File: config.mk
export PLATFORM = sky130hd
export DESIGN_NAME = add_arbiter
export DESIGN_NICKNAME = d
export VERILOG_FILES = /design/src/rtl/add_arbiter.sv
export SDC_FILE = /design/constraint.sdc
export NUM_CORES = 1
export LEC_CHECK = 0
export CAP_MARGIN = 5
export CORE_UTILIZATION = 51
export DETAILED_ROUTE_END_ITERATION = 7
export GPL_ROUTABILITY_DRIVEN = 0
export PLACE_DENSITY = 0.87
export SLEW_MARGIN = 40
export SYNTH_ARGS = -nofsm -noshare
export SYNTH_HDL_FRONTEND = slang
export SYNTH_HIERARCHICAL = 1
export SYNTH_SLANG_ARGS = --single-unit
File: constraint.sdc
create_clock -name clk -period 8.5 [get_ports clk]
set_clock_uncertainty 0.1 [all_clocks]
set_input_delay 1.7 -clock clk [delete_from_list [all_inputs] [get_ports clk]]
set_output_delay 1.7 -clock clk [all_outputs]
set_load 0.03 [all_outputs]
File: src/rtl/add_arbiter.sv
// add_arbiter: round-robin arbiter time-sharing one carry-lookahead adder through a 2-stage pipeline.
// Optional feature: define ADD_ARBITER_SAT_EN to saturate rsp_sum on signed overflow.

module add_arbiter_cla #(
    parameter int W = 16
) (
    input  logic [W-1:0] a,
    input  logic [W-1:0] b,
    input  logic         ci,
    output logic [W-1:0] s
);
    logic [W-1:0] p, g, pp;
    // Kogge-Stone prefix: g[i] ends up as the carry out of bits [i:0], with the carry-in folded into bit 0
    always_comb begin
        p = a ^ b;
        g = a & b;
        g[0] = g[0] | (p[0] & ci);
        pp = p;
        for (int d = 1; d < W; d = d * 2) begin
            for (int i = W - 1; i >= d; i--) begin
                g[i] = g[i] | (pp[i] & g[i-d]);
                pp[i] = pp[i] & pp[i-d];
            end
        end
        s = p ^ {g[W-2:0], ci};
    end
endmodule

module add_arbiter #(
    parameter int NREQ = 4,
    parameter int DW   = 16
) (
    input  logic                     clk,
    input  logic                     rst,
    input  logic [NREQ-1:0]          req_valid,
    input  logic [NREQ*DW-1:0]       req_a,
    input  logic [NREQ*DW-1:0]       req_b,
    input  logic [NREQ-1:0]          req_sub,
    output logic [NREQ-1:0]          req_ready,
    output logic                     rsp_valid,
    input  logic                     rsp_ready,
    output logic [$clog2(NREQ)-1:0]  rsp_id,
    output logic [DW-1:0]            rsp_sum,
    output logic                     rsp_ovf
);
    localparam int IW = $clog2(NREQ);

    typedef enum logic [1:0] {EMPTY, ONE, FULL} occ_e;

    occ_e            state_q, state_d;
    logic [IW-1:0]   ptr_q, ptr_d, gid, s1_id_q, rsp_id_q;
    logic [IW:0]     idx;
    logic [NREQ-1:0] gnt;
    logic [DW-1:0]   s1_a_q, s1_b_q, bx, sum, res, rsp_sum_q;
    logic            s1_sub_q, rsp_valid_q, rsp_ovf_q, ovf;
    logic            s1_full, s1_adv, can_acc, xfer, s1_v_d, s2_v_d;
    logic [15:0]     ops_done_q;

    // Round-robin pick: scan from the pointer upward, the lowest offset with a valid request wins
    always_comb begin
        gnt = '0;
        gid = '0;
        idx = '0;
        for (int k = NREQ - 1; k >= 0; k--) begin
            idx = {1'b0, ptr_q} + (IW + 1)'(k);
            if (idx >= (IW + 1)'(NREQ)) idx = idx - (IW + 1)'(NREQ);
            if (req_valid[idx[IW-1:0]]) begin
                gnt = '0;
                gnt[idx[IW-1:0]] = 1'b1;
                gid = idx[IW-1:0];
            end
        end
    end

    // Occupancy decode: with one stage full, S2 holds it exactly when a response is presented
    always_comb begin
        s1_full   = (state_q == FULL) || ((state_q == ONE) && !rsp_valid_q);
        s1_adv    = s1_full && (!rsp_valid_q || rsp_ready);
        can_acc   = !s1_full || s1_adv;
        req_ready = (can_acc && !rst) ? gnt : '0;
        xfer      = |(req_valid & req_ready);
        s1_v_d    = xfer || (s1_full && !s1_adv);
        s2_v_d    = s1_adv || (rsp_valid_q && !rsp_ready);
        state_d   = (s1_v_d && s2_v_d) ? FULL : (s1_v_d || s2_v_d) ? ONE : EMPTY;
        ptr_d     = (gid == IW'(NREQ - 1)) ? '0 : gid + 1'b1;
    end

    assign bx = s1_b_q ^ {DW{s1_sub_q}};

    add_arbiter_cla #(.W(DW)) u_cla (
        .a  (s1_a_q),
        .b  (bx),
        .ci (s1_sub_q),
        .s  (sum)
    );

    // Signed overflow: operands agree in sign but the result does not
    always_comb begin
        ovf = (s1_a_q[DW-1] == bx[DW-1]) && (sum[DW-1] != s1_a_q[DW-1]);
`ifdef ADD_ARBITER_SAT_EN
        res = ovf ? {s1_a_q[DW-1], {(DW - 1){~s1_a_q[DW-1]}}} : sum;
`else
        res = sum;
`endif
    end

    // Occupancy FSM, round-robin pointer, both pipeline stages and the handshake counter
    always_ff @(posedge clk or posedge rst) begin
        if (rst) begin
            state_q     <= EMPTY;
            ptr_q       <= '0;
            s1_a_q      <= '0;
            s1_b_q      <= '0;
            s1_sub_q    <= 1'b0;
            s1_id_q     <= '0;
            rsp_valid_q <= 1'b0;
            rsp_sum_q   <= '0;
            rsp_id_q    <= '0;
            rsp_ovf_q   <= 1'b0;
            ops_done_q  <= '0;
        end else begin
            state_q     <= state_d;
            rsp_valid_q <= s2_v_d;
            if (xfer) begin
                ptr_q    <= ptr_d;
                s1_a_q   <= req_a[gid*DW +: DW];
                s1_b_q   <= req_b[gid*DW +: DW];
                s1_sub_q <= req_sub[gid];
                s1_id_q  <= gid;
            end
            if (s1_adv) begin
                rsp_sum_q <= res;
                rsp_id_q  <= s1_id_q;
                rsp_ovf_q <= ovf;
            end
            if (rsp_valid_q && rsp_ready) ops_done_q <= ops_done_q + 16'd1;
        end
    end

    assign rsp_valid = rsp_valid_q;
    assign rsp_sum   = rsp_sum_q;
    assign rsp_id    = rsp_id_q;
    assign rsp_ovf   = rsp_ovf_q;
endmodule

==> results of run 1 <==
routing by layer:
layer | wire length (µm) | GRT usage [%] | vias to the layer above | share of wire, %
li1 | - | - | 2386 | -
met1 | 6485 | 37.27 | 2531 | 40
met2 | 8056 | 56.32 | 271 | 50
met3 | 1136 | 5.540 | 55 | 7.0
met4 | 538 | 15.05 | 0 | 3.3
met5 | 0 | 0 | - | 0
flip-flops by register name (all words and copies together) (netlist names):
signal,cells
state_q,2
s1_a_q,16
s1_b_q,16
s1_id_q,2
rsp_valid,1
ptr_q,2
s1_sub_q,1
rsp_ovf,1
rsp_id,2
rsp_sum,16
worst max-delay path, stage by stage:
cell and delay (ps):
clkdlybuf4s50_1 710, or3b_2 490, a211oi_1 440, o21ai_0 150, a31oi_1 350, clkdlybuf4s50_1 740
worst min path at each step:
stage | from | end
finish | rsp_ovf | rsp_ovf
global route | rsp_ovf | rsp_ovf
CTS | rsp_ovf | rsp_ovf
detailed placement | rsp_ovf | rsp_ovf
global placement | rsp_ovf | rsp_ovf
floorplan | s1_id_q[0] | s1_id_q[0]
cell usage after synthesis (3+ instances only):
master     number
and3_1          3
inv_1          14
a32oi_1        34
nor2b_1         4
a31oi_1        10
and2_0          3
buf_2           4
xor2_1         20
a21o_1          6
o2111ai_1       3
ha_1           23
clkbuf_1       37
dfrtp_1        59
a211oi_1        3
mux2_2         40
xnor2_1        10
nand2b_1        8
mux2i_1         5
nor3_1          5
nand2_1        12
a311oi_1        3
o21a_1          4
nor2_1          8
o21ai_0        46
a41oi_1        33
mux2_4         20
buf_4           3
nand3_1        69
a21oi_1        13
buf_1           4
cells by family after synthesis:
kind of cell | after synthesis | synth area share [%]
adder cells (fa/ha/maj) | 25 | 6.415
AND/OR/NAND/NOR | 125 | 12.76
multiplexers | 66 | 16.11
XOR/XNOR | 30 | 5.142
flip-flops | 59 | 28.89
AO/OA/AOI/OAI | 175 | 24.80
buffers and inverters | 65 | 5.876
metrics by stage:
stage | instances | utilization (%) | hold slack, ps | instance area, µm²
6_report | 814 | 71.54 | 379.7 | 6960
5_1_grt | 814 | 71.54 | 427.4 | 6960
4_1_cts | 814 | 71.53 | 386.1 | 6959
3_5_place_dp | 798 | 69.53 | 370.9 | 6765
3_3_place_gp | 798 | 69.37 | 368.8 | 6749
2_1_floorplan | 545 | - | 377.4 | 5110
final cells by class:
| type | instances | area (µm²) |
|---|---|---|
| multi-input cells | 421 | 3381 |
| fillers | 744 | 2769 |
| repair buffers | 171 | 1689 |
| flip-flops and latches | 59 | 1478 |
| well taps | 133 | 166.4 |
| clock buffers | 11 | 141.4 |
| clock inverters | 5 | 52.55 |
| inverters | 14 | 52.55 |
==> summary.md, run 1 <==
| Metric | Value |
|---|---|
| RSZ-0062 raised after global routing | `false` |
| Final hold viol count | `0` |
| DRC viols | `0` |
| Startpoint of the worst-slack reg-to-reg timing path | `ptr_q[0]` |
| Die Width | `102.1 µm` |
| WHS Path Cells | `2` |
| Critical Path AT | `4590 ps` |
| Vias in the first global route | `5,338` |
| Synthesized area | `5110 µm²` |
| Area leader, netlist | `dfrtp_1` |
| Area Overhead vs Synth | `36.21%` |
| Slew HR | `48.24%` |
| Top cells by area, synth | `dfrtp_1 29%, mux2_2 8.8%, nand3_1 6.8%, mux2_4 5.9%, a32oi_1 5.8%` |
| IO Port Bufs | `162` |
| Cells after synthesis | `545` |
| Clk_lat worst skew | `340 ps` |
| CP required | `6700 ps` |
| Nets@finish | `840` |
| Final Max Tran Viols | `0` |
| Top_reg_cell synth | `dfrtp_1` |
| Full die area | `10,420 µm²` |
| Internal reg-to-reg setup slack | `4160 ps` |
| Clk sink count | `59` |
| Worst Setup EP | `req_ready[2]` |
| Total CTS buffers | `9` |
| DR WL/cell | `19.92 µm` |
| Die Y-Extent | `102.1 µm` |
| Final critical-path setup slack | `2114 ps` |
| H-tree depth | `3` |
| Post-synth cell types | `60` |
| Crit. End Element | `output pin` |
| Yosys warns | `6` |
| Antenna violations before repair | `0` |
| Total number of vias | `5,243` |
| Post-synth EDFFs | `0` |
| # IOs | `163` |
| Detailed-route wire length | `16,220 µm` |
| Async set-reset flop share out of synthesis | `100.0%` |
| Initial core utilization | `52.52%` |
| Hold Path Class | `flop to flop` |
| CP max FO | `10` |
| Seq/Total Area, Yosys | `28.89%` |
| Final min period | `6386 ps` |
| Ant. Diodes | `0` |
| Number of iterations in the first detailed-routing pass | `5` |
| Setup TNS | `0 ps` |
| Share of the synthesized area in the top cell type | `28.89%` |
| CTS tree | `yes` |
| Worst reg-to-reg path cell count | `10` |
| Status | `complete, no violations` |
| Hold buffer count at cts | `0` |
| Core Rows | `36` |
| Global route overflow | `0` |
| Layout cells sized above 1 | `14.68%` |
| Total GRT Usage | `31.78%` |
| Largest net degree at the start of global routing | `70` |
| Period Utilization, post-route | `75.13%` |
| FF-to-FF End | `state_q[0]` |
| 1st-iter DRT viols | `273` |
| Final ANT Viol Nets | `0` |
| Setup CP Type | `primary input to output pin` |
| Setup crit start | `req_valid[2]` |
| Final-report setup violation count | `0` |
| Net Count, Synth | `709` |
| Post-CTS setup buffer count | `0` |
| Actual slew at the worst max-slew pin | `776.3 ps` |
| CTS root buf | `clkbuf_8` |
| Post-synthesis register bit count | `59` |
| Deepest clock path buffer count | `2` |
| Synth Area per Inst | `9.376 µm²` |
| Detailed-route vias per instance | `6.441` |
| Global-route wire length before repair | `25,660 µm` |
| Clk pin slew, worst setup/hold paths | `60 ps` |
| CORE AREA | `9729 µm²` |
| Most frequent cells in the layout | `162 x clkdlybuf4s50_1, 68 x nand3_1, 58 x dfrtp_1` |
| DP Worst Slack | `2174 ps` |
| Max Clock Freq | `156.6 MHz` |
| # resized after CTS | `0` |
| Critical path launch point type | `primary input` |
| Max-cap violations | `0` |
| Most common cell after layout, fill and taps aside | `clkdlybuf4s50_1` |
| DP Wirelength | `11,720 µm` |
Power of run 1 is not shown: default switching activity piles up to over one toggle a cycle in this logic, so the estimate is an artifact.
==> run 2: changes to the inputs <==
--- a/config.mk
+++ b/config.mk
@@ -6,10 +6,10 @@
 export NUM_CORES = 1
 export LEC_CHECK = 0
 export CAP_MARGIN = 5
-export CORE_UTILIZATION = 51
+export CORE_UTILIZATION = 48
 export DETAILED_ROUTE_END_ITERATION = 7
 export GPL_ROUTABILITY_DRIVEN = 0
-export PLACE_DENSITY = 0.87
+export PLACE_DENSITY = 0.83
 export SLEW_MARGIN = 40
 export SYNTH_ARGS = -nofsm -noshare
 export SYNTH_HDL_FRONTEND = slang
==> constraint.sdc (replaced) <==
create_clock -name clk -period 6.2 [get_ports clk]
set_clock_uncertainty 0.1 [all_clocks]
set_input_delay 1.24 -clock clk [delete_from_list [all_inputs] [get_ports clk]]
set_output_delay 1.24 -clock clk [all_outputs]
set_load 0.03 [all_outputs]
==> run 2 against run 1 <==
Non-clock buffer count unchanged; final cell count increased by 0.25%; worst hold slack lost 2.7 ps; via count shrank 1.8%; count of clock-buffer cells in the layout is 3 higher; core utilization decreased by 4.0 points; design area rose by 0.16%; sequential share of layout area is essentially flat; register-to-register slack got worse by 2300 ps; critical path type unchanged; highest routed layer unchanged.
==> summary.md, run 2 (synthesis gave the netlist of run 1 again) <==
| Metric | Value |
|---|---|
| Status | `complete, no violations` |
| H-tree depth | `3` |
| Worst hold slack | `377.0 ps` |
| Global route overflow | `0` |
| Max-cap violations | `0` |
| Post-CTS setup buffer count | `0` |
| Final ANT Viol Nets | `0` |
| Total GRT Usage | `27.75%` |
| Setup CP Type | `primary input to output pin` |
| # resized after CTS | `0` |
| Layout cells sized above 1 | `14.85%` |
| Setup TNS | `0 ps` |
| Period Utilization, post-route | `87.95%` |
| DP Wirelength | `11,190 µm` |
| HP Start | `rsp_ovf` |
| Final critical-path setup slack | `747.4 ps` |
| Final Max Tran Viols | `0` |
| CP required | `4860 ps` |
| Setup crit start | `req_valid[2]` |
| Max Clock Freq | `183.4 MHz` |
| CORE AREA | `10,320 µm²` |
| Critical Path AT | `4110 ps` |
| Nets@finish | `840` |
| Clk_lat worst skew | `330 ps` |
| Final-report setup violation count | `0` |
| Final min period | `5453 ps` |
| Area Overhead vs Synth | `36.43%` |
| DR WL/cell | `18.88 µm` |
| Detailed-route wire length | `15,400 µm` |
| DP Worst Slack | `784.8 ps` |
| Clk pin slew, worst setup/hold paths | `60 ps` |
| Initial core utilization | `49.50%` |
| Ant. Diodes | `0` |
| Fillers | `812` |
| Hold buffer count at cts | `0` |
| Total CTS buffers | `9` |
| Number of iterations in the first detailed-routing pass | `5` |
| Full die area | `11,060 µm²` |
| DRC viols | `0` |
| Internal reg-to-reg setup slack | `1850 ps` |
| Clk sink count | `59` |
| IO Port Bufs | `162` |
| Startpoint of the worst-slack reg-to-reg timing path | `ptr_q[0]` |
| Largest net degree at the start of global routing | `70` |
| Final hold viol count | `0` |
| Deepest clock path buffer count | `2` |
| Total number of vias | `5,149` |
| Antenna violations before repair | `0` |
| Die Width | `105.2 µm` |
| Global-route wire length before repair | `24,320 µm` |
| CTS tree | `yes` |
| CP max FO | `10` |
| Core Rows | `37` |
| CTS root buf | `clkbuf_8` |
| Slew HR | `48.21%` |
| Critical path launch point type | `primary input` |
| Most frequent cells in the layout | `162 x clkdlybuf4s50_1, 68 x nand3_1, 58 x dfrtp_1` |
| Hold Path Class | `flop to flop` |
| Actual slew at the worst max-slew pin | `776.8 ps` |
| # IOs | `163` |
| Crit. End Element | `output pin` |
| Detailed-route vias per instance | `6.310` |
| Most common cell after layout, fill and taps aside | `clkdlybuf4s50_1` |
| Die Y-Extent | `105.2 µm` |
| 1st-iter DRT viols | `304` |
| RSZ-0062 raised after global routing | `false` |
| Vias in the first global route | `5,096` |
==> run 2: changes by cell type in the layout (fill, tap and decap cells not counted), sizes merged <==
cell      change
clkbuf        +3
clkinvlp      -1
bufinv        -1
clkinv        -2
==> run 2: layout make-up <==
| type | instances | area [µm²] | area share (%) |
|---|---|---|---|
| multi-input cells | 421 | 3385 | 48.55 |
| flip-flops and latches | 59 | 1478 | 21.20 |
| clock inverters | 1 | 5.005 | 0.07179 |
| inverters | 14 | 52.55 | 0.7538 |
| clock buffers | 14 | 192.7 | 2.764 |
| well taps | 136 | 170.2 | 2.441 |
| repair buffers | 171 | 1689 | 24.23 |
==> run 2: per-layer routing <==
metal | routed length (µm) | share of wire (%) | global-route usage (%) | up-vias
li1 | - | - | - | 2390
met1 | 6558 | 43 | 34.95 | 2471
met2 | 7558 | 49 | 47.40 | 256
met3 | 967 | 6.3 | 4.304 | 32
met5 | 0 | 0 | 0 | -
met4 | 320 | 2.1 | 11.27 | 0
==> run 2: final timing paths <==
check | to | depth (start not counted)
setup / recovery | req_ready[2] | 6
hold / removal | rsp_ovf | 2
setup reg to reg | state_q[0] | 10
hold reg to reg | rsp_ovf | 2
max in group asynchronous | s1_sub_q | 3
min in group asynchronous | state_q[0] | 3
==> run 2: worst max-delay path, stage by stage <==
cell             delay (ps)
clkdlybuf4s50_1         710
or3b_2                  490
a211oi_1                420
o21ai_0                 160
a31oi_1                 350
clkdlybuf4s50_1         740
==> run 2: per-stage QoR <==
stage                     area (µm²)  utilization (%)  instances
after floorplan                 5110                -        545
after global routing            6972            67.53        816
after CTS                       6967            67.48        816
after detailed placement        6769            65.57        801
final                           6972            67.53        816
after global placement          6753            65.41        801
Power of run 2 is left out for the same reason.
==> run 3: changes to the inputs <==
--- a/config.mk
+++ b/config.mk
@@ -10,7 +10,6 @@
 export DETAILED_ROUTE_END_ITERATION = 7
 export GPL_ROUTABILITY_DRIVEN = 0
 export PLACE_DENSITY = 0.83
-export SLEW_MARGIN = 40
 export SYNTH_ARGS = -nofsm -noshare
 export SYNTH_HDL_FRONTEND = slang
 export SYNTH_HIERARCHICAL = 1
==> run 3 against run 2 <==
First-iteration DRC count down 6.6%; highest routed layer unchanged; largest cell class unchanged; wire length up 0.12%; sequential cell count unchanged; die area unchanged; via count down 0.52%; sequential share of layout area up 0.070 points; core utilization down 0.28 points; worst hold slack better by 2.3 ps; fmax about the same; critical path depth unchanged; register-to-register slack worse by 70 ps; count of clock-buffer cells in the layout down 1.
==> summary.md, run 3 (synthesis gave the netlist of run 1 again) <==
| Metric | Value |
|---|---|
| Status | `complete, no violations` |
| Total number of vias | `5,122` |
| Vias in the first global route | `5,055` |
| Nets@finish | `841` |
| Actual slew at the worst max-slew pin | `1255 ps` |
| Most common cell after layout, fill and taps aside | `clkdlybuf4s50_1` |
| Core Rows | `37` |
| Ant. Diodes | `0` |
| Crit. End Element | `output pin` |
| CP max FO | `10` |
| Hold buffer count at cts | `0` |
| Setup CP Type | `primary input to output pin` |
| # resized after CTS | `0` |
| FF-to-FF End | `state_q[0]` |
| DR WL/cell | `18.88 µm` |
| CP required | `4860 ps` |
| Critical Path AT | `4110 ps` |
| Critical path launch point type | `primary input` |
| Slew HR | `16.34%` |
| Total CTS buffers | `9` |
| HP Start | `rsp_ovf` |
| Clk_lat worst skew | `340 ps` |
| Fin area | `6943 µm²` |
| Antenna violations before repair | `0` |
| CTS tree | `yes` |
| Die Y-Extent | `105.2 µm` |
| Placed cell areas | `6753 µm²` |
| IO Port Bufs | `162` |
| Deepest clock path buffer count | `2` |
| WHS Path Cells | `2` |
| CORE AREA | `10,320 µm²` |
| Clk sink count | `59` |
| Post-CTS setup buffer count | `0` |
| Total GRT Usage | `27.77%` |
| Internal reg-to-reg setup slack | `1780 ps` |
| Worst reg-to-reg path cell count | `10` |
| DRC viols | `0` |
| Detailed-route vias per instance | `6.269` |
| Storage element area | `1476 µm²` |
| Max Clock Freq | `183.3 MHz` |
| Final ANT Viol Nets | `0` |
| Full die area | `11,060 µm²` |
| Final hold viol count | `0` |
| Most frequent cells in the layout | `162 x clkdlybuf4s50_1, 68 x nand3_1, 59 x dfrtp_1` |
| # IOs | `163` |
| 1st-iter DRT viols | `284` |
| RSZ-0062 raised after global routing | `false` |
| Die Width | `105.2 µm` |
| Max-cap violations | `0` |
| Global route overflow | `0` |
| Final min period | `5454 ps` |
| Layout cells sized above 1 | `14.39%` |
| Final-report setup violation count | `0` |
| Initial core utilization | `49.50%` |
| Fillers | `789` |
| Detailed-route wire length | `15,420 µm` |
| DP Wirelength | `11,210 µm` |
| Setup TNS | `0 ps` |
| Global-route wire length before repair | `24,410 µm` |
| Setup crit start | `req_valid[2]` |
| Final Max Tran Viols | `0` |
| Hold Path End | `rsp_ovf` |
| Largest net degree at the start of global routing | `70` |
| Number of iterations in the first detailed-routing pass | `6` |
| H-tree depth | `3` |
| CTS root buf | `clkbuf_8` |
| Multi-input logic area | `3364 µm²` |
| Clk pin slew, worst setup/hold paths | `60 ps` |
| Area Overhead vs Synth | `35.87%` |
| Hold Path Class | `flop to flop` |
| Period Utilization, post-route | `87.97%` |
| Startpoint of the worst-slack reg-to-reg timing path | `ptr_q[0]` |
-- run 3: stage by stage --
step / cells / hold WS [ps] / util, % / worst slack (ps)
global placement: 801 / 366.1 / 65.41 / 904.8
floorplan: 545 / 377.4 / - / 1419
detailed placement: 801 / 371.1 / 65.41 / 782.4
finish: 817 / 379.3 / 67.25 / 745.8
CTS: 816 / 385.1 / 67.14 / 769.8
global route: 817 / 432.5 / 67.25 / 572.9
-- run 3: worst max-delay path, stage by stage --
cell	delay, ps
clkdlybuf4s50_1	700
or3b_2	510
a211oi_1	420
o21ai_0	150
a31oi_1	350
clkdlybuf4s50_1	740
-- run 3: per-layer routing --
metal	share of wire (%)	GRT usage (%)	vias to the layer above	routed length [µm]
met1	43	34.86	2456	6603
met2	49	47.54	237	7579
li1	-	-	2392	-
met3	5.4	3.805	37	838
met4	2.6	12.17	0	401
met5	0	0	-	0
-- run 3: worst max path at each step --
stage	to	slack [ps]	depth (start not counted)
global placement	req_ready[2]	900	6
floorplan	req_ready[2]	1420	4
global route	req_ready[2]	570	7
detailed placement	req_ready[2]	780	6
CTS	req_ready[2]	770	6
finish	req_ready[2]	750	6
-- run 3: final cells by class --
class                      count  share of cell area [%]
sequential                    59                   21.27
clock inverter                 2                  0.1442
multi-input combinational    421                   48.46
timing repair buffer         172                   24.49
clock buffer                  13                   2.433
inverter                      14                  0.7569
tap                          136                   2.451
Power of run 3 is left out for the same reason.
